[config.mk]
export PLATFORM = sky130hd
export DESIGN_NAME = rob_commit_ctrl
export DESIGN_NICKNAME = d
export VERILOG_FILES = /design/src/rtl/rob_commit_ctrl_pkg.sv /design/src/rtl/rob_ptr_ctrl.sv /design/src/rtl/rob_commit_ctrl.sv
export SDC_FILE = /design/constraint.sdc
export NUM_CORES = 1
export LEC_CHECK = 0
export CAP_MARGIN = 15
export CORE_ASPECT_RATIO = 1.2
export CORE_MARGIN = 2
export CORE_UTILIZATION = 25
export DETAILED_ROUTE_END_ITERATION = 6
export PLACE_DENSITY_LB_ADDON = 0.25
export SLEW_MARGIN = 10
export SYNTH_ARGS = -nofsm -noshare
export SYNTH_HDL_FRONTEND = slang
export SYNTH_SLANG_ARGS = --single-unit
[constraint.sdc]
create_clock -name clk_in -period 3.8 [get_ports clk_in]
set_clock_uncertainty 0.15 [all_clocks]
set_input_delay 0.57 -clock clk_in [delete_from_list [all_inputs] [get_ports clk_in]]
set_output_delay 0.57 -clock clk_in [all_outputs]
set_load 0.02 [all_outputs]
[src/rtl/rob_commit_ctrl_pkg.sv]
// Shared sizing constants for the reorder-buffer commit controller.
//   ROB_DEPTH_DEF : default number of reorder entries (power of two)
//   TAG_W_DEF     : default entry tag width, log2(ROB_DEPTH_DEF)
//   REG_W         : architectural register index width
//   DATA_W        : result data width
package rob_commit_ctrl_pkg;
    localparam int unsigned ROB_DEPTH_DEF = 16;
    localparam int unsigned TAG_W_DEF     = 4;
    localparam int unsigned REG_W         = 5;
    localparam int unsigned DATA_W        = 32;
endpackage

[src/rtl/rob_ptr_ctrl.sv]
// Head/tail/occupancy bookkeeping for the reorder buffer circular queue.
// Ports:
//   clk, rst        : clock and synchronous active-high reset
//   en              : global enable; low holds all state
//   push, pop       : allocate at tail / retire at head this cycle
//   flush           : empties the queue, overriding push and pop
//   head, tail      : oldest entry / next free entry
//   full, empty     : occupancy == DEPTH / occupancy == 0
module rob_ptr_ctrl #(
    parameter int unsigned DEPTH = 16,
    parameter int unsigned TAG_W = 4
) (
    input  logic             clk,
    input  logic             rst,
    input  logic             en,
    input  logic             push,
    input  logic             pop,
    input  logic             flush,
    output logic [TAG_W-1:0] head,
    output logic [TAG_W-1:0] tail,
    output logic             full,
    output logic             empty
);
    logic [TAG_W:0] count;

    assign full  = (count == (TAG_W+1)'(DEPTH));
    assign empty = (count == '0);

    // Pointers wrap naturally because DEPTH is a power of two.
    always_ff @(posedge clk) begin
        if (rst) begin
            head  <= '0;
            tail  <= '0;
            count <= '0;
        end else if (en) begin
            if (flush) begin
                head  <= '0;
                tail  <= '0;
                count <= '0;
            end else begin
                head <= head + TAG_W'(pop);
                tail <= tail + TAG_W'(push);
                if (push && !pop)
                    count <= count + (TAG_W+1)'(1);
                else if (pop && !push)
                    count <= count - (TAG_W+1)'(1);
            end
        end
    end
endmodule

[src/rtl/rob_commit_ctrl.sv]
// Reorder buffer commit controller: allocates entries in program order,
// marks them ready from the result bus, answers operand lookups (with
// same-cycle result bypass) and retires the oldest ready entry into a
// registered register-file write.
// Ports:
//   clk_in, rst_in, rdy_in                 : clock, sync reset, global enable
//   alloc_en_in, alloc_rd_in, alloc_tag_out : allocation request / granted tag
//   full_out, empty_out                    : occupancy status
//   cdb_en_in, cdb_tag_in, cdb_value_in    : result broadcast
//   q1/q2_tag_in, q1/q2_ready_out, q1/q2_value_out : operand lookup
//   reg_en_out, reg_pos_out, reg_dest_out, reg_value_out : commit write
//   flush_in, reg_flush_out                : mispredict flush / busy-clear pulse
module rob_commit_ctrl
    import rob_commit_ctrl_pkg::*;
#(
    parameter int unsigned ROB_DEPTH = ROB_DEPTH_DEF,
    parameter int unsigned TAG_W     = TAG_W_DEF
) (
    input  logic              clk_in,
    input  logic              rst_in,
    input  logic              rdy_in,
    input  logic              alloc_en_in,
    input  logic [REG_W-1:0]  alloc_rd_in,
    output logic [TAG_W-1:0]  alloc_tag_out,
    output logic              full_out,
    output logic              empty_out,
    input  logic              cdb_en_in,
    input  logic [TAG_W-1:0]  cdb_tag_in,
    input  logic [DATA_W-1:0] cdb_value_in,
    input  logic [TAG_W-1:0]  q1_tag_in,
    input  logic [TAG_W-1:0]  q2_tag_in,
    output logic              q1_ready_out,
    output logic              q2_ready_out,
    output logic [DATA_W-1:0] q1_value_out,
    output logic [DATA_W-1:0] q2_value_out,
    output logic              reg_en_out,
    output logic [REG_W-1:0]  reg_pos_out,
    output logic [TAG_W-1:0]  reg_dest_out,
    output logic [DATA_W-1:0] reg_value_out,
    input  logic              flush_in,
    output logic              reg_flush_out
);
    logic [ROB_DEPTH-1:0] valid;
    logic [ROB_DEPTH-1:0] ready;
    logic [REG_W-1:0]     rd_q  [ROB_DEPTH];
    logic [DATA_W-1:0]    val_q [ROB_DEPTH];

    logic [TAG_W-1:0] head;
    logic [TAG_W-1:0] tail;
    logic             push;
    logic             commit;
    logic             cdb_hit;

    // Full is the pre-edge value, so a same-cycle commit never frees a slot
    // for the allocation happening on that edge.
    assign push    = alloc_en_in && !full_out;
    assign commit  = valid[head] && ready[head];
    assign cdb_hit = cdb_en_in && valid[cdb_tag_in];

    assign alloc_tag_out = tail;

    rob_ptr_ctrl #(
        .DEPTH (ROB_DEPTH),
        .TAG_W (TAG_W)
    ) u_ptr (
        .clk   (clk_in),
        .rst   (rst_in),
        .en    (rdy_in),
        .push  (push),
        .pop   (commit),
        .flush (flush_in),
        .head  (head),
        .tail  (tail),
        .full  (full_out),
        .empty (empty_out)
    );

    // Later assignments win: a commit retires the head even if the CDB also
    // targets it, and allocation only ever hits an invalid slot.
    always_ff @(posedge clk_in) begin
        if (rst_in) begin
            valid <= '0;
            ready <= '0;
        end else if (rdy_in) begin
            if (flush_in) begin
                valid <= '0;
                ready <= '0;
            end else begin
                if (cdb_hit)
                    ready[cdb_tag_in] <= 1'b1;
                if (commit) begin
                    valid[head] <= 1'b0;
                    ready[head] <= 1'b0;
                end
                if (push) begin
                    valid[tail] <= 1'b1;
                    ready[tail] <= 1'b0;
                end
            end
        end
    end

    // Payload storage is qualified by the valid bits, so it needs no reset.
    always_ff @(posedge clk_in) begin
        if (!rst_in && rdy_in && !flush_in) begin
            if (push)
                rd_q[tail] <= alloc_rd_in;
            if (cdb_hit)
                val_q[cdb_tag_in] <= cdb_value_in;
        end
    end

    always_ff @(posedge clk_in) begin
        if (rst_in) begin
            reg_en_out    <= 1'b0;
            reg_pos_out   <= '0;
            reg_dest_out  <= '0;
            reg_value_out <= '0;
            reg_flush_out <= 1'b0;
        end else if (rdy_in) begin
            if (flush_in) begin
                reg_en_out    <= 1'b0;
                reg_flush_out <= 1'b1;
            end else begin
                reg_flush_out <= 1'b0;
                reg_en_out    <= commit && (rd_q[head] != '0);
                if (commit) begin
                    reg_pos_out   <= rd_q[head];
                    reg_dest_out  <= head;
                    reg_value_out <= val_q[head];
                end
            end
        end
    end

    // The broadcast bypass takes precedence, giving the newest value.
    always_comb begin
        q1_ready_out = 1'b0;
        q1_value_out = '0;
        q2_ready_out = 1'b0;
        q2_value_out = '0;
        if (cdb_en_in && cdb_tag_in == q1_tag_in) begin
            q1_ready_out = 1'b1;
            q1_value_out = cdb_value_in;
        end else if (valid[q1_tag_in] && ready[q1_tag_in]) begin
            q1_ready_out = 1'b1;
            q1_value_out = val_q[q1_tag_in];
        end
        if (cdb_en_in && cdb_tag_in == q2_tag_in) begin
            q2_ready_out = 1'b1;
            q2_value_out = cdb_value_in;
        end else if (valid[q2_tag_in] && ready[q2_tag_in]) begin
            q2_ready_out = 1'b1;
            q2_value_out = val_q[q2_tag_in];
        end
    end
endmodule
### Word level (Yosys, flattened, before mapping)

Memories as Yosys holds them, arrays and structs flattened. A register that Yosys moved wholly into a read port is not among the register bits.
Index checks and enable logic that the tools add are counted.

| storage, ports and cells | value |
|---|---|
| memory bits (writable) | 592 |
| word-level logic and storage cells | 118 |
| memories kept | 2 |
| register bits | 56 |
| input port bits | 55 |
| output and inout port bits | 115 |

| cells by class | value |
|---|---|
| bitwise gates (word level) | 8 |
| equality and inequality tests | 3 |
| $add $sub $neg | 4 |
| muxes and demuxes | 59 |
| reduce and logical (&&, ||, !) cells | 25 |
| order comparisons | 8 |

Memories:

| name | depth | bits a word | rd ports | clocked after memory_dff | wr ports | line | source |
|---|---|---|---|---|---|---|---|
| val_q | 16 | 32 | 3 | 1 | 1 | rob_commit_ctrl.sv:46 | `logic [DATA_W-1:0] val_q [ROB_DEPTH];` |
| rd_q | 16 | 5 | 1 | 1 | 1 | rob_commit_ctrl.sv:45 | `logic [REG_W-1:0] rd_q [ROB_DEPTH];` |

Operators with widths:

| cell | number |
|---|---|
| two-way mux 16 bit | 16 |
| two-way mux 32 bit | 4 |
| bitwise AND 16 bit | 3 |
| inverter 16 bit | 2 |
| OR 16 bit | 2 |
| binary-select mux 1 bit (select 4 bit) | 7 |
| less-than comparator 4 x 5 -> 1 bit, second input constant | 5 |
| two-way mux 1 bit | 22 |
| two-way mux 4 bit | 4 |
| logical AND 1 bit | 15 |
| two-way mux 5 bit | 3 |
| demux 1 bit (select 4 bit) | 3 |
| greater-or-equal comparator 4 x 1 -> 1 bit, second input constant | 3 |
| adder 4 x 1 -> 4 bit | 2 |
| equality test 4 bit | 2 |
| adder 5 x 1 -> 5 bit, second input constant | 1 |
| equality test 5 bit, second input constant | 1 |
| logical NOT 1 bit | 5 |
| logical NOT 5 bit | 1 |
| nonzero test 5 bit | 1 |
| subtractor 5 x 1 -> 5 bit, second input constant | 1 |
| AND reduction 3 bit | 1 |
| nonzero test 3 bit | 1 |
| AND reduction 2 bit | 1 |
| inverter 1 bit | 1 |

### Longest topological paths before layout

Gate-level depths: netlist of the first run.

| logic depth | value |
|---|---|
| depth after elaboration | 17 |
| gate-level depth with buffers | 14 |

### Cells and area by module

From an unflattened synthesis of the first run, not the netlist that was laid out.

| second synthesis, totals | value |
|---|---|
| cells, all modules | 2017 |
| area total of the unflattened synthesis | 35619.2 µm² |

Modules (own cells, without submodules):

| module | times used | seq. area each (µm²) | area an instance (µm²) | cells an instance |
|---|---|---|---|---|
| rob_commit_ctrl | 1 | 19278.5 | 34864.7 | 1933 |
| rob_ptr_ctrl | 1 | 260.2 | 754.5 | 84 |

### Least setup slack after synthesis of the first run

OpenSTA, ideal clock, no wires.

| timing path | value |
|---|---|
| path type | input to register |
| start | input port cdb_tag_in[3] |
| end | memory val_q[14][0] (enable) |
| data arrival time | 3.018 ns |
| library setup time | 0.421 ns |
| data required time | 3.229 ns |
| slack | 0.211 ns |
| stages on the path | 5 |
| path buffers | 1 |
| cells stage by stage | clkbuf_1 -> mux4_2 -> mux4_2 -> nand4b_1 -> nor2_1 |

| between the ends | value |
|---|---|
| cells in the longest elaborated chain, start to end | 6 |

Ends and longest elaborated chain:

| element | line | source |
|---|---|---|
| start: declaration | rob_commit_ctrl.sv:28 | `input logic [TAG_W-1:0] cdb_tag_in,` |
| binary-select mux 1 bit (select 4 bit) | rob_commit_ctrl.sv:58 | `assign cdb_hit = cdb_en_in && valid[cdb_tag_in];` |
| two-way mux 1 bit (not written as such) | rob_commit_ctrl.sv:58 |  |
| logical AND 1 bit | rob_commit_ctrl.sv:58 |  |
| two-way mux 1 bit | rob_commit_ctrl.sv:108 | `if (cdb_hit)` |
| two-way mux 1 bit | rob_commit_ctrl.sv:105 | `if (!rst_in && rdy_in && !flush_in) begin` |
| two-way mux 1 bit (not written as such) | rob_commit_ctrl.sv:109 | `val_q[cdb_tag_in] <= cdb_value_in;` |
| end: declaration | rob_commit_ctrl.sv:46 |  |

Several ways; a longest one is shown, not always the timed one. The select of a mux whose other input is x is not followed.

### Final worst setup path of the first run

| timing path | value |
|---|---|
| start | register ready[11] |
| end | output port q2_value_out[31] |

| between the ends | value |
|---|---|
| cells in the longest elaborated chain, start to end | 5 |

Ends and longest elaborated chain:

| element | line | source |
|---|---|---|
| start: declaration | rob_commit_ctrl.sv:44 | `logic [ROB_DEPTH-1:0] ready;` |
| start signal: assignment | rob_commit_ctrl.sv:83 | `ready <= '0;` |
| start signal: assignment | rob_commit_ctrl.sv:87 | `ready <= '0;` |
| start signal: indexed assignment | rob_commit_ctrl.sv:90 | `ready[cdb_tag_in] <= 1'b1;` |
| binary-select mux 1 bit (select 4 bit) | rob_commit_ctrl.sv:152 | `end else if (valid[q2_tag_in] && ready[q2_tag_in]) begin` |
| two-way mux 1 bit (not written as such) | rob_commit_ctrl.sv:152 |  |
| logical AND 1 bit | rob_commit_ctrl.sv:152 |  |
| two-way mux 32 bit | rob_commit_ctrl.sv:152 |  |
| two-way mux 32 bit | rob_commit_ctrl.sv:149 | `if (cdb_en_in && cdb_tag_in == q2_tag_in) begin` |
| end: declaration | rob_commit_ctrl.sv:35 | `output logic [DATA_W-1:0] q2_value_out,` |

Every way passes these cells. The select of a mux whose other input is x is not followed.

==> results of run 1 <==
==> cell type report <==
class                      instances  area share
sequential                       684       0.448
timing repair buffer             386      0.0876
antenna                            2    0.000114
clock inverter                    40      0.0116
inverter                          71     0.00606
tap                             1836      0.0523
multi-input combinational       1109       0.346
clock buffer                     107      0.0485
==> Yosys cell counts (6+ instances only) <==
cell      count  area (µm²)
edfxtp_1    592       17800
mux4_2      527       11900
nand2_1     183         687
o21ai_0     101         505
dfxtp_1      92        1840
clkbuf_1     87         327
inv_1        70         263
a21oi_1      59         295
buf_2        54         270
nor2_1       47         176
buf_1        31         116
nor4_1       25         156
a21o_1       13        97.6
nand2b_1     10        62.6
a31oi_1       7        43.8
ha_1          7        87.6
nand3_1       7        35.0
o21a_1        7        52.6
o21ai_1       7        35.0
or3_1         7        43.8
xor2_1        7        61.3
and2_1        6        37.5
nand4_1       6        37.5
nand4b_1      6        52.6
nor3_1        6        30.0
o22a_1        6        52.6
==> report_power, final <==
| part | total (µW) | internal [µW] | switching (µW) |
|---|---|---|---|
| clock network | 7800 | 4480 | 3320 |
| registers | 8160 | 8150 | 6.82 |
| logic | 1240 | 553 | 687 |
==> repair_timing <==
| action | 4_1_cts | 5_1_grt |
|---|---|---|
| endpoints found under the hold margin | 3 | 0 |
| setup buffers | 11 | 1 |
| hold buffers | 1 | 0 |
| gates cloned | 1 | 0 |
| pin swaps | 5 | 2 |
| gates resized for setup | 394 | 37 |
| setup endpoints to repair | 65 | 38 |
==> per-stage QoR <==
stage / util / hold WS, ps / setup TNS (ps) / area [µm²]
2_1_floorplan: - / 303 / 0 / 35600
3_3_place_gp: 0.293 / 295 / -22710 / 41300
3_5_place_dp: 0.293 / 297 / -24810 / 41300
4_1_cts: 0.311 / 304 / 0 / 43900
5_1_grt: 0.311 / 329 / -68.7 / 44000
6_report: 0.311 / 302 / 0 / 44000
==> sequential cells by signal, indices dropped and copies added, names as in the netlist, named ones only <==
signal / cells
u_ptr.tail: 4
reg_en_out: 1
reg_flush_out: 1
u_ptr.count: 5
rd_q: 80
reg_dest_out: 4
valid: 16
reg_value_out: 32
u_ptr.head: 4
val_q: 512
reg_pos_out: 5
ready: 16
==> worst max-delay path, delay by kind of cell (launching register included) <==
| family | cells | cell delay [ps] |
|---|---|---|
| muxes | 2 | 990 |
| and+or+nand+nor | 2 | 450 |
| buffers and inverters | 2 | 390 |
| DFF | 1 | 340 |
| AOI/OAI and AO/OA | 1 | 190 |
==> worst max-delay path by stage <==
stage / start / to / slack, ps / cells after the start
5_1_grt: valid[7]$_SDFFE_PP0P_ / q1_value_out[9] / -10 / 8
3_5_place_dp: q2_tag_in[2] / q2_value_out[30] / -660 / 8
4_1_cts: valid[14]$_SDFFE_PP0P_ / q2_value_out[13] / 1 / 7
6_report: ready[11]$_SDFFE_PP0P_ / q2_value_out[31] / 30 / 7
3_3_place_gp: q2_tag_in[2] / q2_value_out[30] / -610 / 8
2_1_floorplan: cdb_tag_in[3] / val_q[14][0]$_DFFE_PP_ / 210 / 5
==> cells by family (layout without fill, tap and decap cells) <==
family | after synthesis | in the layout | synth area share
AOI/OAI and AO/OA | 223 | 223 | 0.0361
xor gates and xnor gates | 11 | 11 | 0.00271
adders and majority gates | 8 | 8 | 0.00302
buffers and inverters | 247 | 604 | 0.0284
DFF | 684 | 684 | 0.551
muxes | 533 | 533 | 0.335
other | 0 | 2 | 0
and+or+nand+nor | 333 | 334 | 0.0436
==> metal layers <==
layer / vias up / GRT usage / wire, µm
met4: 6 / 0.0500 / 3260
met5: - / 0 / 46
met2: 962 / 0.287 / 61900
met1: 12249 / 0.227 / 51700
li1: 9175 / - / -
met3: 188 / 0.0298 / 8040
==> results.sh, run 1 <==
export IMPL_synth_cell_types=53
export IMPL_finalWeightedCongestion=0.841
export IMPL_die_area_mm2=0.146
export IMPL_syn_num_nets=2102
export IMPL_rows=151
export IMPL_grt_max_degree=75
export IMPL_antenna_left=0
export IMPL_finalSetupViolCount=0
export IMPL_multiInputGateArea_mm2=0.0152
export IMPL_worstHoldPathCells=2
export IMPL_grt_pass1_vias=23628
export IMPL_avgSynthCellArea_um2=17.5
export IMPL_drc_errors=0
export IMPL_numCtsBuffers=80
export IMPL_cp_arrival_ps=3050
export IMPL_status="complete, no violations"
export IMPL_initial_core_util=0.252
export IMPL_period_minus_slack_ps=3770
export IMPL_htreeDepth=3
export IMPL_via_count=22580
export IMPL_port_buffers=169
export IMPL_syn_area_mm2=0.0356
export IMPL_post_place_ws_ps=-664
export IMPL_reg2reg_depth=12
export IMPL_power_uw=17200
export IMPL_slew_violations=0
export IMPL_worst_setup_path_type="flop to primary output"
export IMPL_yosys_warnings=0
export IMPL_cp_end_kind="primary output"
export IMPL_reg2reg_to="u_ptr.count[4]$_SDFFE_PP0P_"
export IMPL_final_cell_mix="edfxtp_1 (592), mux4_2 (527), nand2_1 (176)"
export IMPL_synth_edf_count=592
export IMPL_async_flop_share=0
export IMPL_hp_start="reg_pos_out[0]$_SDFFE_PP0P_"
export IMPL_register_area_mm2=0.0197
export IMPL_cts_clk_slew_worst_paths_ps=50
export IMPL_grt_setup_unrepaired="yes"
export IMPL_io_pin_count=170
export IMPL_p_leak_uw=0.0138
export IMPL_slowest_stage="mux4_2"
export IMPL_clock_fmax_mhz=265
export IMPL_drt_iter0_markers=2233
export IMPL_syn_inst=2039
export IMPL_dp_hpwl_um=81100
export IMPL_hold_violations=0
export IMPL_ys_seq_elements=684
export IMPL_cts_tree="done"
export IMPL_grt_overflow_total=0
export IMPL_crit_chain="nand2_1, mux4_2, mux4_2, or2_4, buf_4, o21ai_0, buf_2"
export IMPL_cpMostUsedCell="mux4_2"
export IMPL_powerDensity_mw_per_mm2=391
export IMPL_cp_data_required_time_ps=3080
export IMPL_grt_pass1_wl_um=178000
export IMPL_ir_drop_mv=0.301
export IMPL_synth_flop_cell="edfxtp_1"
export IMPL_fin_crit_sh=0.991
export IMPL_nets=2395
export IMPL_timing_rr_start="u_ptr.head[1]$_SDFFE_PP0P_"
export IMPL_chipHeight_um=417
export IMPL_dpl_cell_count=4074
export IMPL_syn_to_final_growth_pct=23.4
export IMPL_grt_usage=0.171
export IMPL_cap_violations=0
export IMPL_r2r_slack_ps=290
export IMPL_whs_endpoint="reg_pos_out[0]$_SDFFE_PP0P_"
export IMPL_root_buffer="clkbuf_16"
export IMPL_layout_commonest_cell="edfxtp_1"
export IMPL_drive_above_1_share=0.425
export IMPL_fill_cells=13809
export IMPL_hold_path_class="flop to flop"
export IMPL_start_kind="flop"
export IMPL_routedWlPerCell_um=29.5
export IMPL_fin_cells=4235
export IMPL_first_pass_iters=5
export IMPL_cts_sinks=684
export IMPL_antenna_found_initial=9
export IMPL_die_w_um=349
export IMPL_vias_per_cell=5.33
export IMPL_setup_ws_ps=32.3
export IMPL_ys_seq_area_frac=0.551
export IMPL_routed_wl_um=125000
export IMPL_design_core_area_mm2=0.141
export IMPL_max_stage_delay_ps=510
export IMPL_critPathMaxFanout=5
export IMPL_clock_latency_ps=690
export IMPL_clk_path_buf_depth=3
export IMPL_relSlewSlack=0.185
export IMPL_worst_pin_slew_ps=1220
Note: power is estimated with default switching activity, not from simulation.
==> inputs of run 2 (changes only) <==
ABC_AREA = 1   (was unset)
GPL_ROUTABILITY_DRIVEN = 0   (was unset)
PLACE_DENSITY = 0.36   (was unset)
PLACE_DENSITY_LB_ADDON = unset   (was 0.25)
==> results.sh, run 2 <==
export IMPL_status="complete, no violations"
export IMPL_avgSynthCellArea_um2=8.61
export IMPL_powerDensity_mw_per_mm2=396
export IMPL_worst_pin_slew_ps=870
export IMPL_start_kind="input port"
export IMPL_routed_wl_um=188000
export IMPL_die_area_mm2=0.152
export IMPL_synthTopCellsByArea="edfxtp_1 (48%), o21ai_0 (10%), a21oi_1 (6.0%)"
export IMPL_syn_to_final_growth_pct=23.7
export IMPL_fin_cells=6572
export IMPL_yosys_warnings=0
export IMPL_cts_tree="done"
export IMPL_synth_area_leader_cell="edfxtp_1"
export IMPL_stdcell_area_mm2=0.0462
export IMPL_fin_crit_sh=0.990
export IMPL_htreeDepth=3
export IMPL_switching_share=0.270
export IMPL_numCtsBuffers=85
export IMPL_drt_iter0_markers=3759
export IMPL_first_pass_iters=6
export IMPL_clock_fmax_mhz=266
export IMPL_grt_setup_unrepaired="no"
export IMPL_synth_flop_cell="edfxtp_1"
export IMPL_power_uw=18300
export IMPL_period_minus_slack_ps=3760
export IMPL_dpl_instance_area_mm2=0.0433
export IMPL_worst_setup_path_type="input port to primary output"
export IMPL_cap_violations=0
export IMPL_initial_core_util=0.251
export IMPL_worstHoldPathCells=2
export IMPL_largestRegisters="val_q (512), rd_q (80), reg_value_out (32)"
export IMPL_via_count=35111
export IMPL_setup_ws_ps=37.2
export IMPL_die_w_um=357
export IMPL_clk_path_buf_depth=3
export IMPL_cts_sinks=684
export IMPL_syn_inst=4332
export IMPL_p_seq_frac=0.447
export IMPL_cts_clk_slew_worst_paths_ps=60
export IMPL_clock_latency_ps=710
export IMPL_nets=4602
export IMPL_fill_cells=15572
export IMPL_ys_seq_elements=684
export IMPL_synthTopCellsByCount="o21ai_0 (760), edfxtp_1 (592), nand2_1 (554)"
export IMPL_r2r_slack_ps=470
export IMPL_hp_start="ready[0]$_SDFFE_PP0P_"
export IMPL_antennaDiodeCount=0
export IMPL_drive_above_1_share=0.116
export IMPL_grt_usage=0.241
export IMPL_reg2reg_to="u_ptr.count[4]$_SDFFE_PP0P_"
export IMPL_async_flop_share=0
export IMPL_reg2reg_depth=16
export IMPL_final_cell_mix="o21ai_0 (760), edfxtp_1 (592), nand2_1 (552)"
export IMPL_cp_arrival_ps=3040
export IMPL_yosysTopAreaCellShare=0.477
export IMPL_pwr_share_clk=0.439
export IMPL_drc_errors=0
export IMPL_crit_buf_inv=6
export IMPL_post_place_ws_ps=-258
export IMPL_largest_reg_flops=512
export IMPL_layout_commonest_cell="o21ai_0"
export IMPL_critPathMaxFanout=21
export IMPL_crit_family="compound AO/OA/AOI/OAI gates"
export IMPL_io_pin_count=170
export IMPL_register_area_mm2=0.0196
export IMPL_ir_drop_mv=0.316
export IMPL_grt_pass1_vias=33763
export IMPL_hold_path_class="flop to flop"
export IMPL_grt_overflow_total=0
export IMPL_grt_max_degree=77
export IMPL_hold_violations=0
export IMPL_finalSetupViolCount=0
export IMPL_synth_edf_count=592
export IMPL_whs_endpoint="ready[0]$_SDFFE_PP0P_"
export IMPL_syn_area_mm2=0.0373
export IMPL_crit_chain="buf_2, clkinv_8, buf_16, buf_4, a21oi_1, o21ai_0, o21ai_0, o211ai_1, nand3_1, o22ai_4, buf_4, buf_12"
export IMPL_grt_pass1_wl_um=262000
export IMPL_largest_register="val_q"
export IMPL_ys_seq_area_frac=0.526
export IMPL_vias_per_cell=5.34
export IMPL_cp_end_kind="primary output"
export IMPL_hold_ws_ps=324
export IMPL_slowest_stage="o211ai_1"
export IMPL_power_switching_uw=4930
export IMPL_antenna_found_initial=14
export IMPL_synth_cell_types=39
export IMPL_timing_rr_start="u_ptr.head[1]$_SDFFE_PP0P_"
export IMPL_p_leak_uw=0.0166
export IMPL_design_core_area_mm2=0.148
export IMPL_rows=155
export IMPL_syn_num_nets=4395
export IMPL_p_int_uw=13300
export IMPL_cp_data_required_time_ps=3080
export IMPL_combPwrFrac=0.114
export IMPL_yosysMostFrequentCell="o21ai_0"
export IMPL_relSlewSlack=0.420
export IMPL_root_buffer="clkbuf_16"
export IMPL_max_stage_delay_ps=610
export IMPL_antenna_left=0
export IMPL_slew_violations=0
export IMPL_routedWlPerCell_um=28.6
export IMPL_chipHeight_um=427
export IMPL_dpl_cell_count=6412
export IMPL_port_buffers=169
export IMPL_dp_hpwl_um=118000
export IMPL_multiInputGateArea_mm2=0.0150
-- run 2: cell types whose count changed after synthesis, sizes merged, moves of 250 or more --
cell,delta
mux4,-527
a21oi,+391
o21ai,+689
o211ai,+250
inv,+295
nand3,+414
nand2,+374
-- run 2: cell families after synthesis --
family                   synth area share
AND/OR/NAND/NOR                     0.146
AO/OA/AOI/OAI                       0.245
adder cells (fa/ha/maj)           0.00288
buffers and inverters              0.0786
flip-flops                          0.526
XOR/XNOR                          0.00117
-- run 2: worst max-delay path by stage --
stage	from	cells after the start	slack, ps	end
after floorplan	cdb_tag_in[1]	12	-700	val_q[5][0]$_DFFE_PP_
after global placement	cdb_tag_in[1]	12	-280	q1_value_out[21]
after detailed placement	q2_tag_in[0]	12	-260	q2_value_out[18]
after CTS	valid[1]$_SDFFE_PP0P_	11	1	q2_value_out[13]
after global routing	cdb_tag_in[2]	10	0.9	q1_value_out[4]
final	q2_tag_in[1]	12	40	q2_value_out[18]
-- run 2: metrics by stage --
step	util	TNS, ps
4_1_cts	0.310	0
3_3_place_gp	0.292	-1250
6_report	0.311	0
2_1_floorplan	-	-268400
3_5_place_dp	0.292	-991
5_1_grt	0.311	0
-- run 2: what timing repair did --
| action | CTS | global route |
|---|---|---|
| setup endpoints to repair | 39 | 31 |
| buffers inserted | 0 | 1 |
| cloned | 1 | 1 |
| hold buffers | 0 | 0 |
| resized for setup | 36 | 36 |
| pin swaps | 1 | 5 |
-- run 2: power by group through the flow --
stage               sequential, µW  combinational [µW]  clock, µW
detailed placement            8310                2080          0
global placement              8310                2090          0
finish                        8150                2080       8020
CTS                           8150                2080       8240
floorplan                     8320                 938          0
global route                  8150                2220       8450
-- run 2: final cells by class --
class | count | share of cell area
flip-flops and latches | 684 | 0.425
well taps | 1962 | 0.0532
repair buffers | 485 | 0.108
clock buffers | 108 | 0.0488
multi-input cells | 2911 | 0.325
clock inverters | 50 | 0.00859
inverters | 372 | 0.0310
-- run 2: routing by layer --
layer | global-route usage | wire [µm] | vias to the layer above
li1 | - | - | 16016
met5 | 0 | 10 | -
met2 | 0.402 | 89000 | 1358
met4 | 0.0622 | 4330 | 2
met1 | 0.328 | 83500 | 17526
met3 | 0.0313 | 11100 | 209
-- run 2: tightest hold or removal path, stage by stage, from the launching register on --
cell and delay [ps]:
dfxtp_1 320, nand2_1 60, nand2_1 40
